`config.mk`:
```
export PLATFORM = sky130hd
export DESIGN_NAME = mem_access_unit
export DESIGN_NICKNAME = d
export VERILOG_FILES = /design/src/rtl/mem_access_unit_pkg.sv /design/src/rtl/mem_access_unit_load_extend.sv /design/src/rtl/mem_access_unit.sv
export SDC_FILE = /design/constraint.sdc
export NUM_CORES = 1
export LEC_CHECK = 0
export CORE_AREA = 3 3 107 109
export CTS_BUF_LIST = sky130_fd_sc_hd__clkbuf_4 sky130_fd_sc_hd__clkbuf_8
export DETAILED_ROUTE_END_ITERATION = 10
export DIE_AREA = 0 0 110 112
export GPL_TIMING_DRIVEN = 1
export PLACE_DENSITY = 0.84
export SLEW_MARGIN = 20
export SYNTH_ARGS = -nofsm -noshare
export SYNTH_HDL_FRONTEND = slang
export SYNTH_SLANG_ARGS = --single-unit
```
`constraint.sdc`:
```
create_clock -name clk -period 3.1 [get_ports clk]
set_input_delay 0.31 -clock clk [delete_from_list [all_inputs] [get_ports clk]]
set_output_delay 0.31 -clock clk [all_outputs]
set_load 0.01 [all_outputs]
```
`src/rtl/mem_access_unit_pkg.sv`:
```
// Shared definitions for the memory-stage load/store unit: funct3 access
// encodings, FSM state encoding and small access-size decode helpers.
package mem_access_unit_pkg;

    localparam logic [2:0] F3_B  = 3'b000;
    localparam logic [2:0] F3_H  = 3'b001;
    localparam logic [2:0] F3_W  = 3'b010;
    localparam logic [2:0] F3_BU = 3'b100;
    localparam logic [2:0] F3_HU = 3'b101;

    typedef enum logic [1:0] {
        MAU_IDLE = 2'd0,
        MAU_BUSY = 2'd1,
        MAU_DONE = 2'd2
    } mau_state_e;

    // Any funct3 that is not a byte or halfword access behaves as a word access.
    function automatic logic f3_is_byte(input logic [2:0] f3);
        return (f3 == F3_B) || (f3 == F3_BU);
    endfunction

    function automatic logic f3_is_half(input logic [2:0] f3);
        return (f3 == F3_H) || (f3 == F3_HU);
    endfunction

    function automatic logic f3_is_misaligned(input logic [2:0] f3, input logic [1:0] off);
        if (f3_is_byte(f3)) return 1'b0;
        if (f3_is_half(f3)) return off[0];
        return off != 2'b00;
    endfunction

endpackage

```
`src/rtl/mem_access_unit_load_extend.sv`:
```
// Combinational load data extraction: picks the addressed byte or halfword
// out of a read word and sign- or zero-extends it to 32 bits.
module load_extend
    import mem_access_unit_pkg::*;
(
    input  logic [31:0] word_i,
    input  logic [1:0]  off_i,
    input  logic [2:0]  funct3_i,
    output logic [31:0] data_o
);

    logic [7:0]  byte_sel;
    logic [15:0] half_sel;

    always_comb begin
        byte_sel = word_i[8*off_i +: 8];
        half_sel = off_i[1] ? word_i[31:16] : word_i[15:0];
        case (funct3_i)
            F3_B:    data_o = {{24{byte_sel[7]}}, byte_sel};
            F3_BU:   data_o = {24'h000000, byte_sel};
            F3_H:    data_o = {{16{half_sel[15]}}, half_sel};
            F3_HU:   data_o = {16'h0000, half_sel};
            default: data_o = word_i;
        endcase
    end

endmodule

```
`src/rtl/mem_access_unit.sv`:
```
// Memory-stage load/store unit: issues one request/acknowledge transaction per
// load or store, stalls the pipeline until it completes, registers load data.
module mem_access_unit
    import mem_access_unit_pkg::*;
#(
    parameter int ADDR_W = 32
) (
    input  logic              clk,
    input  logic              reset,
    input  logic              MemReadM,
    input  logic              MemWriteM,
    input  logic [2:0]        Funct3M,
    input  logic [31:0]       ALUResultM,
    input  logic [31:0]       WriteDataM,
    output logic              mem_req,
    output logic              mem_we,
    output logic [ADDR_W-1:0] mem_addr,
    output logic [31:0]       mem_wdata,
    output logic [3:0]        mem_be,
    input  logic              mem_ack,
    input  logic [31:0]       mem_rdata,
    output logic [31:0]       ReadDataM,
    output logic              StallM,
    output logic              MisalignM
);

    mau_state_e        state_q;
    logic              req_q;
    logic              we_q;
    logic [ADDR_W-1:0] addr_q;
    logic [31:0]       wdata_q;
    logic [3:0]        be_q;
    logic [1:0]        off_q;
    logic [2:0]        f3_q;
    logic [31:0]       rdata_q;

    logic              access;
    logic [1:0]        off;
    logic [ADDR_W-1:0] word_addr;
    logic [31:0]       wdata_d;
    logic [3:0]        be_d;
    logic [31:0]       load_ext;

    assign access    = MemReadM | MemWriteM;
    assign off       = ALUResultM[1:0];
    assign word_addr = {ALUResultM[ADDR_W-1:2], 2'b00};
    assign MisalignM = access & f3_is_misaligned(Funct3M, off);

    // Store lane replication and byte enables for the incoming instruction.
    always_comb begin
        if (f3_is_byte(Funct3M)) begin
            wdata_d = {4{WriteDataM[7:0]}};
            be_d    = 4'b0001 << off;
        end else if (f3_is_half(Funct3M)) begin
            wdata_d = {2{WriteDataM[15:0]}};
            be_d    = 4'b0011 << off;
        end else begin
            wdata_d = WriteDataM;
            be_d    = 4'b1111;
        end
    end

    // Stall never depends on mem_ack so there is no combinational path from memory.
    always_comb begin
        case (state_q)
            MAU_IDLE: StallM = access & ~MisalignM;
            MAU_BUSY: StallM = 1'b1;
            default:  StallM = 1'b0;
        endcase
    end

    load_extend u_load_extend (
        .word_i   (mem_rdata),
        .off_i    (off_q),
        .funct3_i (f3_q),
        .data_o   (load_ext)
    );

    always_ff @(posedge clk or negedge reset) begin
        if (!reset) begin
            state_q <= MAU_IDLE;
            req_q   <= 1'b0;
            we_q    <= 1'b0;
            addr_q  <= '0;
            wdata_q <= '0;
            be_q    <= 4'b0000;
            off_q   <= 2'b00;
            f3_q    <= F3_W;
            rdata_q <= '0;
        end else begin
            case (state_q)
                MAU_IDLE: begin
                    if (MisalignM) begin
                        rdata_q <= '0;
                    end else if (access) begin
                        state_q <= MAU_BUSY;
                        req_q   <= 1'b1;
                        we_q    <= MemWriteM;
                        addr_q  <= word_addr;
                        wdata_q <= wdata_d;
                        be_q    <= MemWriteM ? be_d : 4'b0000;
                        off_q   <= off;
                        f3_q    <= Funct3M;
                    end
                end
                MAU_BUSY: begin
                    if (mem_ack) begin
                        if (!we_q) rdata_q <= load_ext;
                        req_q   <= 1'b0;
                        we_q    <= 1'b0;
                        be_q    <= 4'b0000;
                        state_q <= MAU_DONE;
                    end
                end
                default: state_q <= MAU_IDLE;
            endcase
        end
    end

    assign mem_req   = req_q;
    assign mem_we    = we_q;
    assign mem_addr  = addr_q;
    assign mem_wdata = wdata_q;
    assign mem_be    = be_q;
    assign ReadDataM = rdata_q;

endmodule
```
== Yosys cells after proc, flatten, opt, wreduce, memory -nomap -nowiden ==
Cells that the tools add are included.
Word-level totals
  bits in registers: 107
  word-level logic and storage cells: 73
Operators by class
  equality and inequality tests: 12
  shifts and indexed selects: 3
  mux-type cells: 34
  bitwise operators: 4
  reductions and logical operators: 11
Operators by type and width (number)
  2-to-1 mux 32 bit: 5
  case mux 32 bit (4 select lines): 1
  case mux 32 bit (2 select lines): 1
  variable part select 32 x 6 -> 8 bit: 1
  2-to-1 mux 4 bit: 6
  2-to-1 mux 16 bit: 1
  == test 3 bit (second input constant): 4
  2-to-1 mux 1 bit: 12
  inequality test 2 bit (second input constant): 5
  case mux 4 bit (2 select lines): 1
  AND reduction 4 bit: 2
  == test 3 x 1 -> 1 bit (second input constant): 2
  logical NOT 3 bit: 2
  2-to-1 mux 2 bit: 3
  case mux 1 bit (2 select lines): 3
  AND reduction 3 bit: 2
  case mux 2 bit (2 select lines): 1
  nonzero test 2 bit: 2
  << shifter 1 x 2 -> 4 bit (first input constant): 1
  << shifter 2 x 2 -> 4 bit (first input constant): 1
  AND 1 bit: 2
  == test 2 x 1 -> 1 bit (second input constant): 1
  logical NOT 2 bit: 1
  logical OR 1 bit: 2
  2 further kinds: 2

== Logic depth before layout (Yosys ltp) ==
Gate-level depths: netlist of the first run.
  depth after elaboration: 10
  depth in mapped cells: 7
  mapped depth without buffers: 6

== Hierarchy ==
A second synthesis of the first run with hierarchy kept.
Unflattened totals
  cells, all modules: 501
  area, all modules: 5361.4 µm²
By module, submodules not included
  mem_access_unit: times used 1, cells each 405, area an instance 4515.6 µm²
  load_extend: times used 1, cells each 96, area an instance 845.8 µm²

== Least setup slack after synthesis of the first run ==
No wires, ideal clock.
  path type: in2reg
  start: in ALUResultM[0]
  end: reg rdata_q[17] (netlist: ReadDataM[17])
  library setup time: 0.126 ns
  data arrival time: 1.576 ns
  data required time: 2.974 ns
  setup slack: 1.398 ns
  stages: 7
  path buffers: 1
  path through: inv_1 -> ha_1 -> nand2b_1 -> o21a_1 -> o21a_1 -> buf_2 -> a221o_1
Between the ends
  word-level cells in the longest chain between the ends: 6
Ends and longest elaborated chain
  start: declaration: RTL line mem_access_unit.sv:13  | input logic [31:0] ALUResultM,
  nonzero test 2 bit or 2-to-1 mux 1 bit (tied branches): RTL line mem_access_unit_pkg.sv:29, mem_access_unit_pkg.sv:28
  2-to-1 mux 1 bit (*): RTL line mem_access_unit_pkg.sv:29  | return off != 2'b00;
  2-to-1 mux 1 bit (*): RTL line mem_access_unit_pkg.sv:28  | if (f3_is_half(f3)) return off[0];
  AND 1 bit (*): RTL line mem_access_unit.sv:47  | assign MisalignM = access & f3_is_misaligned(Funct3M, off);
  inequality test 2 bit (no source line) (*)
  AND reduction 4 bit (no source line) (*)
  end signal: assignment: RTL line mem_access_unit.sv:108  | if (!we_q) rdata_q <= load_ext;
  end: declaration: RTL line mem_access_unit.sv:35  | logic [31:0] rdata_q;
Every way passes the cells marked *; elsewhere a longest branch is shown, timed or not.
A chain may end at the register's enable or synchronous reset.

== Worst setup path after layout of the first run ==
  start: in ALUResultM[1]
  end: out StallM
Between the ends
  word-level cells in the longest chain between the ends: 7
Ends and longest elaborated chain
  nonzero test 2 bit: RTL line mem_access_unit_pkg.sv:29
  2-to-1 mux 1 bit: RTL line mem_access_unit_pkg.sv:29
  2-to-1 mux 1 bit: RTL line mem_access_unit_pkg.sv:28
  AND 1 bit: RTL line mem_access_unit.sv:47
  inverter 1 bit (no source line)
  AND 1 bit: RTL line mem_access_unit.sv:66  | MAU_IDLE: StallM = access & ~MisalignM;
  case mux 1 bit (2 select lines): RTL line mem_access_unit.sv:65  | case (state_q)
  end: declaration: RTL line mem_access_unit.sv:23  | output logic StallM,
Every way passes these cells.

==> flow_summary.yaml, run 1 <==
yosys:
  synth_cells: 430
  netlist_top_cells_area: "dfrtp_1 (53%), mux2_2 (11%), mux2i_1 (6.4%)"
  synth_top_area_share_pct: 53.0
  yosysMostFrequentCell: "dfrtp_1"
  synth-main-ff-cell: "dfrtp_1"
  synth_top_area_cell: "dfrtp_1"
  ys_ff_latch: 107
  async_flop_share_pct: 100
  yosys_warnings: 0
  ys_top_cells_by_count: "dfrtp_1 (106), mux2_2 (49), nand2_1 (38)"
  syn_area_mm2: 0.00500
  syn_avg_cell_area_um2: 11.6
  yosysSeqAreaShare_pct: 53.5
  synth_edf_count: 0
  ys_types: 38
route:
  wire_per_inst_um: 18.4
  drtIter0Drc: 197
  via_per_inst: 5.41
  drt_wl_total_mm: 14.2
  drtPass1Iterations: 4
  drtAntennaViolNets: 0
  drc: 0
  vias: 4169
grt:
  overflow: 0
  grt.total_usage_pct: 23.2
  grt_pass1_wl_mm: 22.2
  grt_pass1_vias: 4311
  grt_max_degree: 108
  antenna_found_initial: 0
critical_path:
  ff2ff_setup_slack_ns: 0.87
  crit_path_end_kind: "output pin"
  timing.rr.end: "ReadDataM[26]"
  r2r-start: "off_q[1]"
  required_ns: 2.79
  r2r_cells: 5
  worst_ep_arrival_time_ns: 2.30
  crit_fanout: 5
  path_class: "in2out"
  startpoint_type: "input pin"
clock_network:
  cts_tree: "built"
  cts-root-buf: "clkbuf_8"
  cts.clk_slew.worst_paths_ns: 0.10
  holdBufCountCts: 0
  cts_resized: 0
  cts_max_level: 3
  cts_buffers: 9
  clkLatencyLatePin_ns: 0.37
  cts.sinks: 107
  postCtsSetupBuffers: 0
  clk_path_buf_depth: 2
timing:
  slew_headroom_pct: 44.9
  slew_viol_final: 0
  hold_viol: 0
  skew_ns: 0.0105
  fin_crit_sh_pct: 84.1
  fin_crit_ns: 2.61
  setup_viol: 0
  whs_ns: 0.0121
  tightest_slew_ns: 0.827
  rsz0062_at_grt: "false"
  max_freq_mhz: 383
  fin_setup_tns_ns: 0
floorplanning:
  dieArea_mm2: 0.0123
  die-height_um: 112
  rows: 38
  initial_utilization_pct: 46.8
  coreArea_mm2: 0.0107
  io_pins: 208
  die_x_um: 110
place:
  gp_congestion: 0.823
  place_hpwl_mm: 10.8
  place_inst: 753
  io_buffers: 205
final_layout:
  antenna_cells: 0
  drive_gt1_share_pct: 13.5
  fin_cells: 770
  fin_util_pct: 69.1
  areaGrowthSynthToFinish_pct: 47.7
  nets: 733
pwr:
  p_per_area_mw_per_mm2: 849
  power.total_mw: 6.28
  vdd_drop_max_v: 0.000440
  leakage_nw: 3.17
flow_run:
  max_cap_violations: 0
run_status:
  status: "complete, no violations"
worst_hold_path:
  hp-class: "in2async"
area by class of cell:
type	instances	area, um^2
inverter	15	56.3
clock buffer	11	145
timing repair buffer	215	2170
multi-input combinational	277	2120
tap	140	175
sequential	107	2680
fill	795	3310
clock inverter	5	38.8
worst max-delay path, stage by stage:
cell and delay [ns]:
clkdlybuf4s50_1 0.50, inv_1 0.14, ha_1 0.17, nand2b_1 0.16, o21a_1 0.22, nand2_1 0.07
a21oi_1 0.16, clkdlybuf4s50_1 0.57
cell families (layout without fill, tap and decap cells):
kind of cell	after synthesis	count (layout)	synth area share, %
and+or+nand+nor	83	83	8.13
DFF	107	107	53.5
buffers and inverters	47	246	4.30
other	1	2	0.0749
AOI/OAI and AO/OA	105	105	14.6
adders and majority gates	4	4	1.00
muxes	83	83	18.3
where the power goes:
part           internal (mW)  total (mW)  switching, mW
Sequential              2.02        2.47          0.459
Combinational           1.77        2.99           1.22
Clock                  0.325       0.814          0.489
Total                   4.11        6.28           2.16
through the flow:
| stage | area, um^2 | worst slack (ns) |
|---|---|---|
| after floorplan | 5010 | 1.40 |
| after global placement | 7190 | 0.243 |
| after detailed placement | 7190 | 0.207 |
| after CTS | 7370 | 0.476 |
| after global routing | 7390 | 0.356 |
| final | 7390 | 0.492 |
state kept, by name, summed over array words and instances (netlist names):
register,flops
mem_wdata,32
mem_we,1
ReadDataM,32
state_q,2
f3_q,3
mem_addr,30
mem_be,4
mem_req,1
off_q,2
cells in the final DEF (no fill, tap or decap), drive strengths merged, types with 9 or more instances in the layout:
cell type      netlist  final
nand2               38     38
clkbuf              13     11
inv                 15     15
a221o               16     16
clkdlybuf4s50        0    204
o22ai               13     13
mux2i               33     33
a211oi               9      9
dfrtp              106    106
mux2                49     49
a21oi               14     14
nand2b               9      9
nor2                17     17
a22o                 9      9
buf                 19     11
o21ai               34     34
how the worst max path moves through the flow:
| stage | start | to | slack (ns) | cells after the start |
|---|---|---|---|---|
| detailed placement | ALUResultM[1] | ReadDataM[6] | 0.21 | 7 |
| global route | ALUResultM[1] | StallM | 0.36 | 8 |
| floorplan | ALUResultM[0] | ReadDataM[17] | 1.40 | 7 |
| finish | ALUResultM[1] | StallM | 0.49 | 8 |
| global placement | ALUResultM[1] | ReadDataM[3] | 0.24 | 7 |
| CTS | ALUResultM[1] | StallM | 0.48 | 8 |
per-layer routing:
metal / track usage [%] / share of wire [%] / vias to the layer above
li1: - / - / 1933
met1: 28.4 / 38 / 2024
met2: 38.6 / 50 / 194
met3: 8.58 / 11 / 18
met4: 5.82 / 1.6 / 0
met5: 0 / 0 / -
Power figures use the tool's default switching activity.
==> inputs of run 2 (changes only) <==
--- a/config.mk
+++ b/config.mk
@@ -5,12 +5,12 @@
 export SDC_FILE = /design/constraint.sdc
 export NUM_CORES = 1
 export LEC_CHECK = 0
-export CORE_AREA = 3 3 107 109
+export CORE_AREA = 3 3 111 113
 export CTS_BUF_LIST = sky130_fd_sc_hd__clkbuf_4 sky130_fd_sc_hd__clkbuf_8
 export DETAILED_ROUTE_END_ITERATION = 10
-export DIE_AREA = 0 0 110 112
+export DIE_AREA = 0 0 114 116
 export GPL_TIMING_DRIVEN = 1
-export PLACE_DENSITY = 0.84
+export PLACE_DENSITY = 0.79
 export SLEW_MARGIN = 20
 export SYNTH_ARGS = -nofsm -noshare
 export SYNTH_HDL_FRONTEND = slang
==> constraint.sdc (replaced) <==
create_clock -name clk -period 2.7 [get_ports clk]
set_input_delay 0.27 -clock clk [delete_from_list [all_inputs] [get_ports clk]]
set_output_delay 0.27 -clock clk [all_outputs]
set_load 0.01 [all_outputs]
==> run 2 against run 1 <==
  * Die area increased by 7.3%
  * Non-clock buffer count unchanged
  * Critical path depth did not move
  * Utilization fell by 4.2 points
  * Combinational power rose by 16%
  * Clock skew grew 0.0011 ns
  * Via count shrank 1.1%
  * Global-route usage decreased by 1.8 points
  * Setup slack worse by 0.28 ns
  * Hold slack improved by 0.47 ns
  * Register-to-register slack lost 0.28 ns
  * First-iteration DRC count increased by 22%
  * Highest routed layer unchanged
==> flow_summary.yaml, run 2 (synthesized netlist as in run 1, its figures left out) <==
critical_path:
  timing.rr.end: "ReadDataM[5]"
  required_ns: 2.43
  ff2ff_setup_slack_ns: 0.59
  crit_fanout: 5
  startpoint_type: "input pin"
  r2r_cells: 5
  worst_ep_arrival_time_ns: 2.21
  r2r-start: "off_q[1]"
  crit_path_end_kind: "output pin"
  path_class: "in2out"
place:
  place_hpwl_mm: 10.5
  place_area_mm2: 0.00719
  io_buffers: 205
  pre_cts_slack_ns: 0.208
  place_inst: 756
  gp_congestion: 0.854
final_layout:
  design_area_mm2: 0.00741
  nets: 733
  fin_cells: 773
  fillCellCount: 942
  layout_commonest_cell: "clkdlybuf4s50_1"
  layout_common_cells: "clkdlybuf4s50_1 (204), dfrtp_1 (106), mux2_2 (49), nand2_1 (38), o21ai_0 (34)"
  areaGrowthSynthToFinish_pct: 48.0
  fin_util_pct: 64.9
  drive_gt1_share_pct: 13.3
  antenna_cells: 0
clock_network:
  cts_buffers: 9
  cts.sinks: 107
  clk_path_buf_depth: 2
  cts.clk_slew.worst_paths_ns: 0.09
  cts_max_level: 3
  clkLatencyLatePin_ns: 0.36
  cts-root-buf: "clkbuf_8"
  cts_tree: "built"
  cts_resized: 0
pwr:
  vdd_drop_max_v: 0.000510
  swShare_pct: 33.4
  combinationalPowerShare_pct: 47.8
  pwr-share-seq_pct: 38.2
  power.total_mw: 7.26
  switching_power_mw: 2.42
  p_per_area_mw_per_mm2: 981
  leakage_nw: 3.19
  pwr-share-clk_pct: 14.0
  power.internal_mw: 4.84
timing:
  whs_ns: 0.487
  fin_setup_tns_ns: 0
  setup_viol: 0
  rsz0062_at_grt: "false"
  skew_ns: 0.0116
  slew_headroom_pct: 56.8
  setup_ws_ns: 0.215
  fin_crit_ns: 2.48
  fin_crit_sh_pct: 92.0
  max_freq_mhz: 402
  slew_viol_final: 0
  hold_viol: 0
  tightest_slew_ns: 0.646
floorplanning:
  die-height_um: 116
  initial_utilization_pct: 43.8
  io_pins: 208
  coreArea_mm2: 0.0114
  dieArea_mm2: 0.0132
  die_x_um: 114
  rows: 39
route:
  drtPass1Iterations: 5
  drt_wl_total_mm: 14.1
  via_per_inst: 5.34
  drtAntennaViolNets: 0
  drc: 0
  drtIter0Drc: 240
  wire_per_inst_um: 18.2
  vias: 4125
run_status:
  status: "complete, no violations"
grt:
  antenna_found_initial: 0
  grt_pass1_wl_mm: 22.4
  grt_max_degree: 108
  grt.total_usage_pct: 21.4
  overflow: 0
  grt_pass1_vias: 4388
worst_hold_path:
  hp-class: "in2async"
flow_run:
  max_cap_violations: 0
==> run 2: cell count changes in the layout (fill, tap and decap cells not counted), sizes merged <==
| cell | before | now |
|---|---|---|
| dlygate4sd3 | 0 | 1 |
| buf | 11 | 10 |
| bufinv | 0 | 1 |
| clkinvlp | 4 | 0 |
| clkbuf | 11 | 14 |
==> run 2: worst max path at each step <==
stage                        startpoint       endpoint  slack [ns]  cells after the start
after floorplan           ALUResultM[0]  ReadDataM[17]        1.04                      7
after detailed placement  ALUResultM[1]         StallM        0.21                      8
after CTS                 ALUResultM[1]         StallM        0.21                      8
after global placement    ALUResultM[1]         StallM        0.28                      8
after global routing      ALUResultM[1]         StallM        0.08                      8
final                     ALUResultM[1]         StallM        0.22                      8
==> run 2: what timing repair did <==
item | in CTS | in global routing
endpoints found under the hold margin | 1 | 0
hold buffers | 1 | 0
endpoints found under the setup margin | 0 | 0
buffers inserted | 0 | 0
==> run 2: power by group through the flow <==
| stage | registers, mW | clock network [mW] | logic [mW] |
|---|---|---|---|
| 2_1_floorplan | 3.04 | 0 | 1.31 |
| 3_3_place_gp | 2.76 | 0 | 3.42 |
| 3_5_place_dp | 2.81 | 0 | 3.50 |
| 4_1_cts | 2.78 | 1.05 | 3.52 |
| 5_1_grt | 2.88 | 1.11 | 3.73 |
| 6_report | 2.78 | 1.01 | 3.47 |
==> run 2: metal layers <==
metal / wire length, um / vias up / part of all wire (%) / global-route usage, %
met4: 327 / 0 / 2.3 / 7.92
met2: 7090 / 179 / 50 / 36.9
met3: 1150 / 25 / 8.2 / 5.64
met1: 5520 / 1988 / 39 / 25.7
met5: 0 / - / 0 / 0
li1: - / 1933 / - / -
==> run 2: worst max-delay path, cell delays in order <==
cell and delay [ns]:
clkdlybuf4s50_1 0.49, inv_1 0.14, ha_1 0.17, nand2b_1 0.17, o21a_1 0.20, nand2_1 0.06
a21oi_1 0.15, clkdlybuf4s50_1 0.56
==> run 2: final cells by class <==
class	instances	area [um^2]	area share, %
flip-flops and latches	107	2680	36.2
repair buffers	215	2160	29.2
multi-input cells	277	2120	28.7
well taps	143	179	2.42
clock buffers	14	168	2.26
inverters	15	56.3	0.760
clock inverters	2	35.0	0.473
